[src/rtl/mux_scan_pkg.sv]
// Shared constants for the mux scan controller: channel count, select width
// and the FSM state encodings.
package mux_scan_pkg;

    localparam int NUM_CH = 4;
    localparam int SEL_W  = 2;

    localparam logic [1:0] ST_IDLE = 2'd0;
    localparam logic [1:0] ST_SCAN = 2'd1;
    localparam logic [1:0] ST_DONE = 2'd2;

endpackage

[src/rtl/mux_scan_ctrl.sv]
// Steps a 4:1 mux select through every channel, samples y at the end of each
// dwell, and offers the 4-bit snapshot downstream over valid/ready.
module mux_scan_ctrl
    import mux_scan_pkg::*;
#(
    parameter int DWELL = 2
) (
    input  logic              clk,
    input  logic              rst,
    input  logic              start,
    input  logic              y,
    output logic [SEL_W-1:0]  sel,
    output logic [NUM_CH-1:0] dout,
    output logic              dout_valid,
    input  logic              dout_ready,
    output logic              busy,
    output logic [1:0]        dbg_state
);

    localparam int CNT_W = (DWELL > 1) ? $clog2(DWELL) : 1;

    if (DWELL < 1) begin : g_bad_dwell
        $error("mux_scan_ctrl: DWELL must be at least 1");
    end

    // Handshake: a snapshot transfers on a rising edge where dout_valid and
    // dout_ready are both high; dout holds steady while valid waits for ready.

    logic [1:0]        r_state;
    logic [SEL_W-1:0]  r_sel;
    logic [CNT_W-1:0]  r_cnt;
    logic [NUM_CH-1:0] r_cap;
    logic [NUM_CH-1:0] r_dout;
    logic              r_valid;

    logic              w_last;
    logic              w_hs;
    logic [NUM_CH-1:0] w_snap;

    assign w_last = (r_cnt == CNT_W'(DWELL - 1));
    assign w_hs   = r_valid & dout_ready;

    // The final channel's bit goes straight from y into dout, bypassing r_cap.
    always_comb begin
        w_snap             = r_cap;
        w_snap[NUM_CH-1]   = y;
    end

    always_ff @(posedge clk or posedge rst) begin
        if (rst) begin
            r_state <= ST_IDLE;
            r_sel   <= '0;
            r_cnt   <= '0;
            r_cap   <= '0;
            r_dout  <= '0;
            r_valid <= 1'b0;
        end else begin
            case (r_state)
                ST_IDLE: begin
                    if (start) begin
                        r_state <= ST_SCAN;
                        r_sel   <= '0;
                        r_cnt   <= '0;
                    end
                end
                ST_SCAN: begin
                    if (w_last) begin
                        r_cnt        <= '0;
                        r_cap[r_sel] <= y;
                        if (r_sel == SEL_W'(NUM_CH - 1)) begin
                            r_dout  <= w_snap;
                            r_valid <= 1'b1;
                            r_state <= ST_DONE;
                        end else begin
                            r_sel <= r_sel + SEL_W'(1);
                        end
                    end else begin
                        r_cnt <= r_cnt + CNT_W'(1);
                    end
                end
                ST_DONE: begin
                    if (w_hs) begin
                        r_valid <= 1'b0;
                        if (start) begin
                            r_state <= ST_SCAN;
                            r_sel   <= '0;
                            r_cnt   <= '0;
                        end else begin
                            r_state <= ST_IDLE;
                        end
                    end
                end
                default: begin
                    r_state <= ST_IDLE;
                    r_valid <= 1'b0;
                end
            endcase
        end
    end

    assign sel        = r_sel;
    assign dout       = r_dout;
    assign dout_valid = r_valid;
    assign busy       = (r_state != ST_IDLE);
    assign dbg_state  = r_state;

endmodule

[config.mk]
export PLATFORM = sky130hd
export DESIGN_NAME = mux_scan_ctrl
export DESIGN_NICKNAME = d
export VERILOG_FILES = /design/src/rtl/mux_scan_pkg.sv /design/src/rtl/mux_scan_ctrl.sv
export SDC_FILE = /design/constraint.sdc
export NUM_CORES = 1
export LEC_CHECK = 0
export ABC_AREA = 1
export CAP_MARGIN = 20
export CORE_MARGIN = 2
export CORE_UTILIZATION = 44
export CTS_CLUSTER_DIAMETER = 200
export DETAILED_ROUTE_END_ITERATION = 10
export GPL_ROUTABILITY_DRIVEN = 0
export GPL_TIMING_DRIVEN = 0
export PLACE_DENSITY = 0.78
export SYNTH_ARGS = -nofsm -noshare
export SYNTH_HDL_FRONTEND = slang
export SYNTH_SLANG_ARGS = --single-unit
[constraint.sdc]
create_clock -name clk -period 1.62 [get_ports clk]
set_clock_uncertainty 0.15 [all_clocks]
set_input_delay 0.324 -clock clk [delete_from_list [all_inputs] [get_ports clk]]
set_output_delay 0.324 -clock clk [all_outputs]
set_load 0.05 [all_outputs]
# After elaboration in Yosys (flattened, before gate mapping)
# Cells that the tools add are included.
[totals] register_bits=14 output_inout_bits=10
[op_classes] addsub=2 order_cmp=2 eq_ne=8 mux=22 n_bitwise=2 reduce_logical=10
[ops] op="2-to-1 mux 2 bit" n=8
[ops] op="one-hot mux 2 bit (3 select lines)" n=2
[ops] op="AND reduction 4 bit" n=3
[ops] op="!= test 2 bit (second input constant)" n=5
[ops] op="2-to-1 mux 1 bit" n=8
[ops] op="one-hot mux 1 bit (3 select lines)" n=2
[ops] op="bitwise mux 4 bit" n=1
[ops] op="== test 2 bit (second input constant)" n=2
[ops] op="AND reduction 2 bit" n=2
[ops] op="< comparator 2 x 3 -> 1 bit (second input constant)" n=1
[ops] op="AND reduction 3 bit" n=1
[ops] op="nonzero test 3 bit" n=1
[ops] op="adder 2 x 1 -> 2 bit (second input constant)" n=1
[ops] op="demux 1 bit (select 2 bit)" n=1
[ops] op="== test 2 x 1 -> 1 bit (second input constant)" n=1
[ops] op="greater-or-equal comparator 2 x 1 -> 1 bit (second input constant)" n=1
[ops] op="zero test 2 bit" n=1
[ops] op="nonzero test 2 bit" n=1
[ops] op="adder 1 bit (second input constant)" n=1
[ops] op="bitwise AND 1 bit" n=1
[ops] op="logical AND 1 bit" n=1
[ops] op="NOT 1 bit" n=1

# Longest topological paths before layout
# Gate-level depths: netlist (run 1).
[depth] depth_word=5 depth_mapped=7 depth_no_buf=7

# Worst setup path before layout (run 1)
# Ideal clock, no wire load.
[synth_path] path_type="reg-to-reg" from="register r_state[0], in the netlist dbg_state[0]" to="register r_valid, in the netlist dout_valid" setup_time_ns=0.122 t_arrival_ns=1.483 required_time_ns=1.348 setup_slack_ns=-0.135 path_stages_with_launch=6 path_buffers=0 path_cell_list="dfrtp_1 -> nor2_1 -> inv_1 -> nand2_1 -> o21ai_1 -> nand2_1"
[synth_via] elab_chain_len=3 elab_cells_between_ends=9 cone_classes="eq/ne: 5; mux: 1; bitwise: 1; reduce/logical: 2"
[synth_rtl] item="start, declared" line="mux_scan_ctrl.sv:29" text="logic [1:0] r_state;"
[synth_rtl] item="start signal, assigned" line="mux_scan_ctrl.sv:51" text="r_state <= ST_IDLE;"
[synth_rtl] item="start signal, assigned" line="mux_scan_ctrl.sv:61" text="r_state <= ST_SCAN;"
[synth_rtl] item="start signal, assigned" line="mux_scan_ctrl.sv:73" text="r_state <= ST_DONE;"
[synth_rtl] item="== test 2 x 1 -> 1 bit (tied with other cells)" line="mux_scan_ctrl.sv:58" text="case (r_state)"
[synth_rtl] item="!= test 2 bit (no source line) or NOT 1 bit (tied branches)"
[synth_rtl] item="AND reduction 4 bit (no source line)"
[synth_rtl] item="end signal, assigned" line="mux_scan_ctrl.sv:56" text="r_valid <= 1'b0;"
[synth_rtl] item="end signal, assigned" line="mux_scan_ctrl.sv:72" text="r_valid <= 1'b1;"
[synth_rtl] item="end signal, assigned" line="mux_scan_ctrl.sv:83" text="r_valid <= 1'b0;"
[synth_rtl] item="end, declared" line="mux_scan_ctrl.sv:34" text="logic r_valid;"
# Several ways; a longest one is shown, not always the timed one.
# A chain may end at the register's enable or synchronous reset.

# Worst setup path in the final report (run 1)
[layout_path] from="register r_state[0], in the netlist dbg_state[0]" to="output dbg_state[0]"
[layout_lines] item="end, declared" line="mux_scan_ctrl.sv:17" text="output logic [1:0] dbg_state"
# No word-level cell between the ends.

==> results of run 1 <==
## layout make-up
| type | count | area (µm²) |
|---|---|---|
| fill | 121 | 585.6 |
| multi-input combinational | 60 | 335.3 |
| sequential | 13 | 330.3 |
| timing repair buffer | 17 | 150.1 |
| inverter | 11 | 41.29 |
| clock buffer | 4 | 26.28 |
| tap | 16 | 20.02 |
## placed cells by master (no fill, tap or decap)
cell / instances
buf_4: 3
buf_6: 1
clkbuf_1: 1
clkbuf_2: 4
clkbuf_4: 3
clkdlybuf4s15_2: 5
clkdlybuf4s50_1: 4
dfrtp_1: 9
dfrtp_2: 4
ha_1: 3
ha_2: 1
inv_1: 10
inv_2: 1
nand2_1: 31
nand2_2: 1
nand2_4: 2
nand3_1: 6
nand3_2: 1
nand4_1: 2
nor2_1: 4
nor2_4: 1
nor2_8: 1
o21ai_1: 6
o21ai_2: 1
## state kept, by name, indices dropped and copies added (netlist names)
name	count
dout_valid	1
dbg_state	2
sel	2
r_cap	3
r_cnt	1
dout	4
## metal layers
| metal | vias up | global-route usage [%] |
|---|---|---|
| met2 | 10 | 25.29 |
| met3 | 0 | 7.917 |
| met5 | - | 0 |
| li1 | 307 | - |
| met1 | 277 | 20.86 |
| met4 | 0 | 3.636 |
## worst max path at each step
stage,start,to,depth (start not counted)
6_report,dbg_state[0],dbg_state[0],1
5_1_grt,sel[0],sel[0],1
4_1_cts,dbg_state[0],dbg_state[0],1
3_5_place_dp,dbg_state[0],busy,3
3_3_place_gp,dbg_state[0],busy,3
2_1_floorplan,dbg_state[0],dout_valid,5
## power groups by stage
stage | Sequential, mW | Clock [mW] | Combinational [mW]
2_1_floorplan | 0.809 | 0 | 0.495
3_3_place_gp | 0.563 | 0 | 0.990
3_5_place_dp | 0.575 | 0 | 1.01
4_1_cts | 0.571 | 0.209 | 0.982
5_1_grt | 0.582 | 0.226 | 1.13
6_report | 0.564 | 0.201 | 1.04
## per-stage QoR
stage | TNS [ns] | setup slack, ns
final | 0 | 0.04592
after global routing | -0.006167 | -0.006167
after CTS | 0 | 0.002339
after detailed placement | -0.5369 | -0.2442
after global placement | -0.4810 | -0.2323
after floorplan | 0 | 0.06230
## cells by family (layout without fill, tap and decap cells)
logic type	count (synthesis)	in the layout	share of synthesized area, %
AO/OA/AOI/OAI	7	7	5.090
adder cells (fa/ha/maj)	4	4	7.273
buffers and inverters	11	32	6.000
flip-flops	13	13	47.27
AND/OR/NAND/NOR	49	49	34.36
## timing repair
| item | CTS | global route |
|---|---|---|
| buffers inserted | 0 | 3 |
| setup endpoints to repair | 10 | 7 |
| hold buffers | 0 | 0 |
| gates resized for setup | 30 | 8 |
| endpoints found under the hold margin | 0 | 0 |
==> run metrics, run 1 <==
FF-to-FF path depth 7; leading post-synthesis cells by cell area dfrtp_1 47%, nand2_1 17%, ha_1 7.3%; WP data required roughly 1.2 ns; GRT Util Overall 16.38%; most instantiated cells after synthesis 31 x nand2_1, 13 x dfrtp_1, 10 x inv_1, 7 x o21ai_1, 6 x nand3_1; CTS Buffer Depth 2; DRC Markers 0; worst reg2reg endpoint sel[0]; final setup vio count 0; post-layout minimum cycle time roughly 1.6 ns; Metal-1 WL 647 µm; Pwr Density roughly 2000 nW/µm²; Worst slew margin between 60% and 70%; Hold WS between 0.2 and 0.25 ns; drt first-iter violations 15; CTS HTree Levels 1; Critical Path Fanout Max 5; synthesized flop and latch total 13; Die Width approximately 44 µm; total power ~1.8 mW; Remaining Overflow, GRT 0; # IOs 15; synthesized area about 690 µm²; start of the worst register-to-register path dbg_state[1]; Detailed Routing Iterations Pass 1 4; critical-path cell list clkdlybuf4s15_2; Detail Route Antenna Nets 0; vias in the first global route ~520; Fmax achieved 0.6353 GHz; CTS Buf Count 3; Clock power frac around 11%; final worst-path cycle share 97.17%; CP Class reg2out; share of cells above drive strength 1 between 20% and 30%; core area 1489 µm²; Final Hold Viols 0; global-route wire length before repair around 2.2 mm; DRT Wirelength roughly 1.4 mm; placed cells between 100 and 150; CTS sink count 13; Ys Warns 0; WL/cell about 12 µm; Antenna diodes 0; CP Buf/Inv Count 1; Synth Net Count 93; TritonCTS clock tree built; MaxCap Viol Count 0; antenna violations before repair 0; CP top delay family flip-flops; Max Slew Vio Count 0; Distinct cells, synth 13; Flop pwr share a little under a third; Final Util 60.67%; Gate power share ~58%; Lkg Pwr just under 0.5 nW; sw power 926.5 µW; internal power 878.8 µW; post-synth top area cell dfrtp_1; cells after synthesis between 80 and 90; Sw Share 51.32%; Final nets between 100 and 150; detailed-route vias per instance 4.909; die height around 44 µm; crit end category output port; DR WL met2 approximately 670 µm; startpoint type of the worst setup path flip-flop; clock latency on the worst-skew pair about 0.28 ns; Synth Flop Type dfrtp_1; number of synthesized flops with an enable pin 0; r2r setup slk ~0.19 ns; metal3 WL 81 µm; status finished clean; Layout Cells excl Fill 121; post-synthesis sequential area ratio 47.27%; most common cell in the netlist nand2_1; Worst Path Arrival roughly 1.1 ns; Rows 14; IO Port Bufs 14; final instance area roughly 900 µm²; Via Count around 590; placed cell area 853.3 µm²; slowest stage delay, CP 0.43 ns; clock root cell clkbuf_4; worst-margin pin slew just under 0.5 ns; Top Layer Used met3; asr flop ratio synth 100.0%; Detailed Place HPWL roughly 960 µm; CTS clk-pin slew, worst paths about 0.08 ns; top cell type's share of synthesized area a little under half; Peak VDD IR between 0.9 and 1 mV; area of the die approximately 1900 µm²; Min-Delay Path Class in2async; largest net degree at the start of global routing 14; initial core utilization 46.22%; Worst path slowest cell dfrtp_2; area growth from synthesis to layout 31.27%; Post-Syn Area per Cell roughly 8.2 µm²
Power figures use the tool's default switching activity.
==> inputs of run 2 (changes only) <==
--- a/config.mk
+++ b/config.mk
@@ -7,13 +7,12 @@
 export LEC_CHECK = 0
 export ABC_AREA = 1
 export CAP_MARGIN = 20
-export CORE_MARGIN = 2
-export CORE_UTILIZATION = 44
+export CORE_UTILIZATION = 30
 export CTS_CLUSTER_DIAMETER = 200
 export DETAILED_ROUTE_END_ITERATION = 10
 export GPL_ROUTABILITY_DRIVEN = 0
 export GPL_TIMING_DRIVEN = 0
-export PLACE_DENSITY = 0.78
+export PLACE_DENSITY = 0.59
 export SYNTH_ARGS = -nofsm -noshare
 export SYNTH_HDL_FRONTEND = slang
 export SYNTH_SLANG_ARGS = --single-unit
==> constraint.sdc (replaced) <==
create_clock -name clk -period 2 [get_ports clk]
set_clock_uncertainty 0.15 [all_clocks]
set_input_delay 0.4 -clock clk [delete_from_list [all_inputs] [get_ports clk]]
set_output_delay 0.4 -clock clk [all_outputs]
set_load 0.05 [all_outputs]
==> run metrics, run 2 (synthesized netlist as in run 1, its figures left out) <==
Fmax achieved around 0.54 GHz; post-layout minimum cycle time ~1.8 ns; vias in the first global route 567 (+9.9%); Final nets 112 (-2.6%); CTS Buffer Depth 2 (unchanged); Die Width 49.90 µm (+15%); area growth from synthesis to layout 30.55%; antenna violations before repair 0 (unchanged); CP Class reg2out; Detailed Routing Iterations Pass 1 4 (unchanged); most common cell after layout, fill and taps aside nand2_1; Hold WS 0.3176 ns (+0.1087 ns); clock latency on the worst-skew pair 0.27 ns (about the same); WP data required 1.45 ns (+0.30 ns); Antenna diodes 0 (unchanged); initial core utilization 33.37% (-13 points); FF-to-FF path depth 5 (-2); Rows 16 (+2); CTS sink count 13 (unchanged); Detailed Place HPWL 982.3 µm (+2.8%); Gate power share 56.4% (-1.2 points); Via Count 580 (-2.4%); MaxCap Viol Count 0 (unchanged); number of flip-flops under the largest register name 4 (unchanged); sw power 710.7 µW (-23%); Max Slew Vio Count 0 (unchanged); final setup vio count 0 (unchanged); Pwr Density 1559 nW/µm² (-22%); CTS Buf Count 3 (unchanged); met1 usage 15.47% (-5.4 points); clock root cell clkbuf_4; Detail Route Antenna Nets 0 (unchanged); slowest stage delay, CP 0.47 ns (+0.04 ns); grt peak-use layer met2; share of cells above drive strength 1 10.78% (-17 points); global-route wire length before repair 2.346 mm (+6.3%); GRT Util Overall 12.52% (-3.9 points); Critical Path Fanout Max 7 (+2); WL/cell 10.32 µm (-10%); total power 1.400 mW (-22%); Flop pwr share 32.3% (+1.1 points); Final Hold Viols 0 (unchanged); Worst Path Arrival 1.29 ns (+0.19 ns); Remaining Overflow, GRT 0 (unchanged); crit end category output port; met3 track demand over resource 3.704% (-4.2 points); Lkg Pwr 0.5597 nW (+14%); TritonCTS clock tree built; Worst path slowest cell dfrtp_2; die height 49.90 µm (+15%); met2 Usage GRT 20.50% (-4.8 points); final worst-path cycle share roughly nine tenths; largest net degree at the start of global routing 14 (unchanged); detailed-route vias per instance 4.496 (-8.4%); IO Port Bufs 14 (unchanged); CTS HTree Levels 1 (unchanged); Clock power frac 11.4% (+0.2 points); critical-path cell list nor2_1 -> inv_1 -> clkdlybuf4s15_2; most frequent cells in the layout 31 x nand2_1, 12 x dfrtp_1, 10 x inv_1, 7 x o21ai_1, 6 x nand3_1; drt first-iter violations 14 (-1); status finished clean; internal power 689.4 µW (-22%); DRT Wirelength 1.331 mm (-4.5%); # IOs 15 (unchanged); Min-Delay Path Class in2async; RSZ-0062 raised after global routing no; core area 2062 µm² (+38%); startpoint type of the worst setup path flip-flop; area of the die 2490 µm² (+31%); Worst slew margin 65.49% (-1.6 points); Peak VDD IR 0.7377 mV (-25%); DRC Markers 0 (unchanged); Sw Share 50.76% (-0.56 points); CTS clk-pin slew, worst paths 0.08 ns (about the same); worst-margin pin slew 0.5170 ns (+0.02412 ns)
==> run 2: what timing repair did <==
action                     CTS  global route
pin swaps                    0             0
setup endpoints to repair    5             7
setup buffers                0             0
gates resized for setup      7             6
hold buffers                 0             0
==> run 2: final timing paths <==
path / start / end / slack (ns)
setup / recovery: dbg_state[0] / busy / 0.16
hold / removal: rst / dout[2] / 0.32
setup reg to reg: sel[0] / sel[0] / 0.48
hold reg to reg: dout[0] / dout[0] / 0.32
max in group asynchronous: rst / dbg_state[0] / 1.00
min in group clk: dout[0] / dout[0] / 0.32
==> run 2: stage by stage <==
| step | setup TNS, ns | cells | utilization (%) | cell area, µm² | worst slack [ns] |
|---|---|---|---|---|---|
| floorplan | 0 | 84 | - | 688.2 | 0.2448 |
| global placement | -0.02352 | 125 | 41.81 | 862.1 | -0.02352 |
| detailed placement | -0.02864 | 125 | 41.81 | 862.1 | -0.02864 |
| CTS | 0 | 129 | 42.90 | 884.6 | 0.001016 |
| global route | 0 | 129 | 43.57 | 898.4 | 0.05660 |
| finish | 0 | 129 | 43.57 | 898.4 | 0.1615 |
==> run 2: critical path, delay by kind of cell, from the launching register on <==
| kind | cells | cell delay, ns |
|---|---|---|
| buffers and inverters | 2 | 0.41 |
| DFF | 1 | 0.47 |
| and+or+nand+nor | 1 | 0.14 |
==> run 2: layout make-up <==
cell class / count / area [µm²]
fillers: 229 / 1164
flip-flops and latches: 13 / 326.6
repair buffers: 14 / 148.9
inverters: 11 / 41.29
well taps: 27 / 33.78
multi-input cells: 60 / 321.6
clock buffers: 4 / 26.28
==> run 2: metal layers <==
metal  part of all wire (%)  wire (µm)
met2                     49        647
met1                     47        623
met3                    3.3         44
met5                      0          0
met4                    1.1         15
==> run 2: power by group through the flow <==
stage	clock network (mW)	registers [mW]	logic [mW]
2_1_floorplan	0	0.650	0.401
3_3_place_gp	0	0.452	0.810
3_5_place_dp	0	0.456	0.819
4_1_cts	0.170	0.450	0.802
5_1_grt	0.188	0.469	0.876
6_report	0.159	0.452	0.789
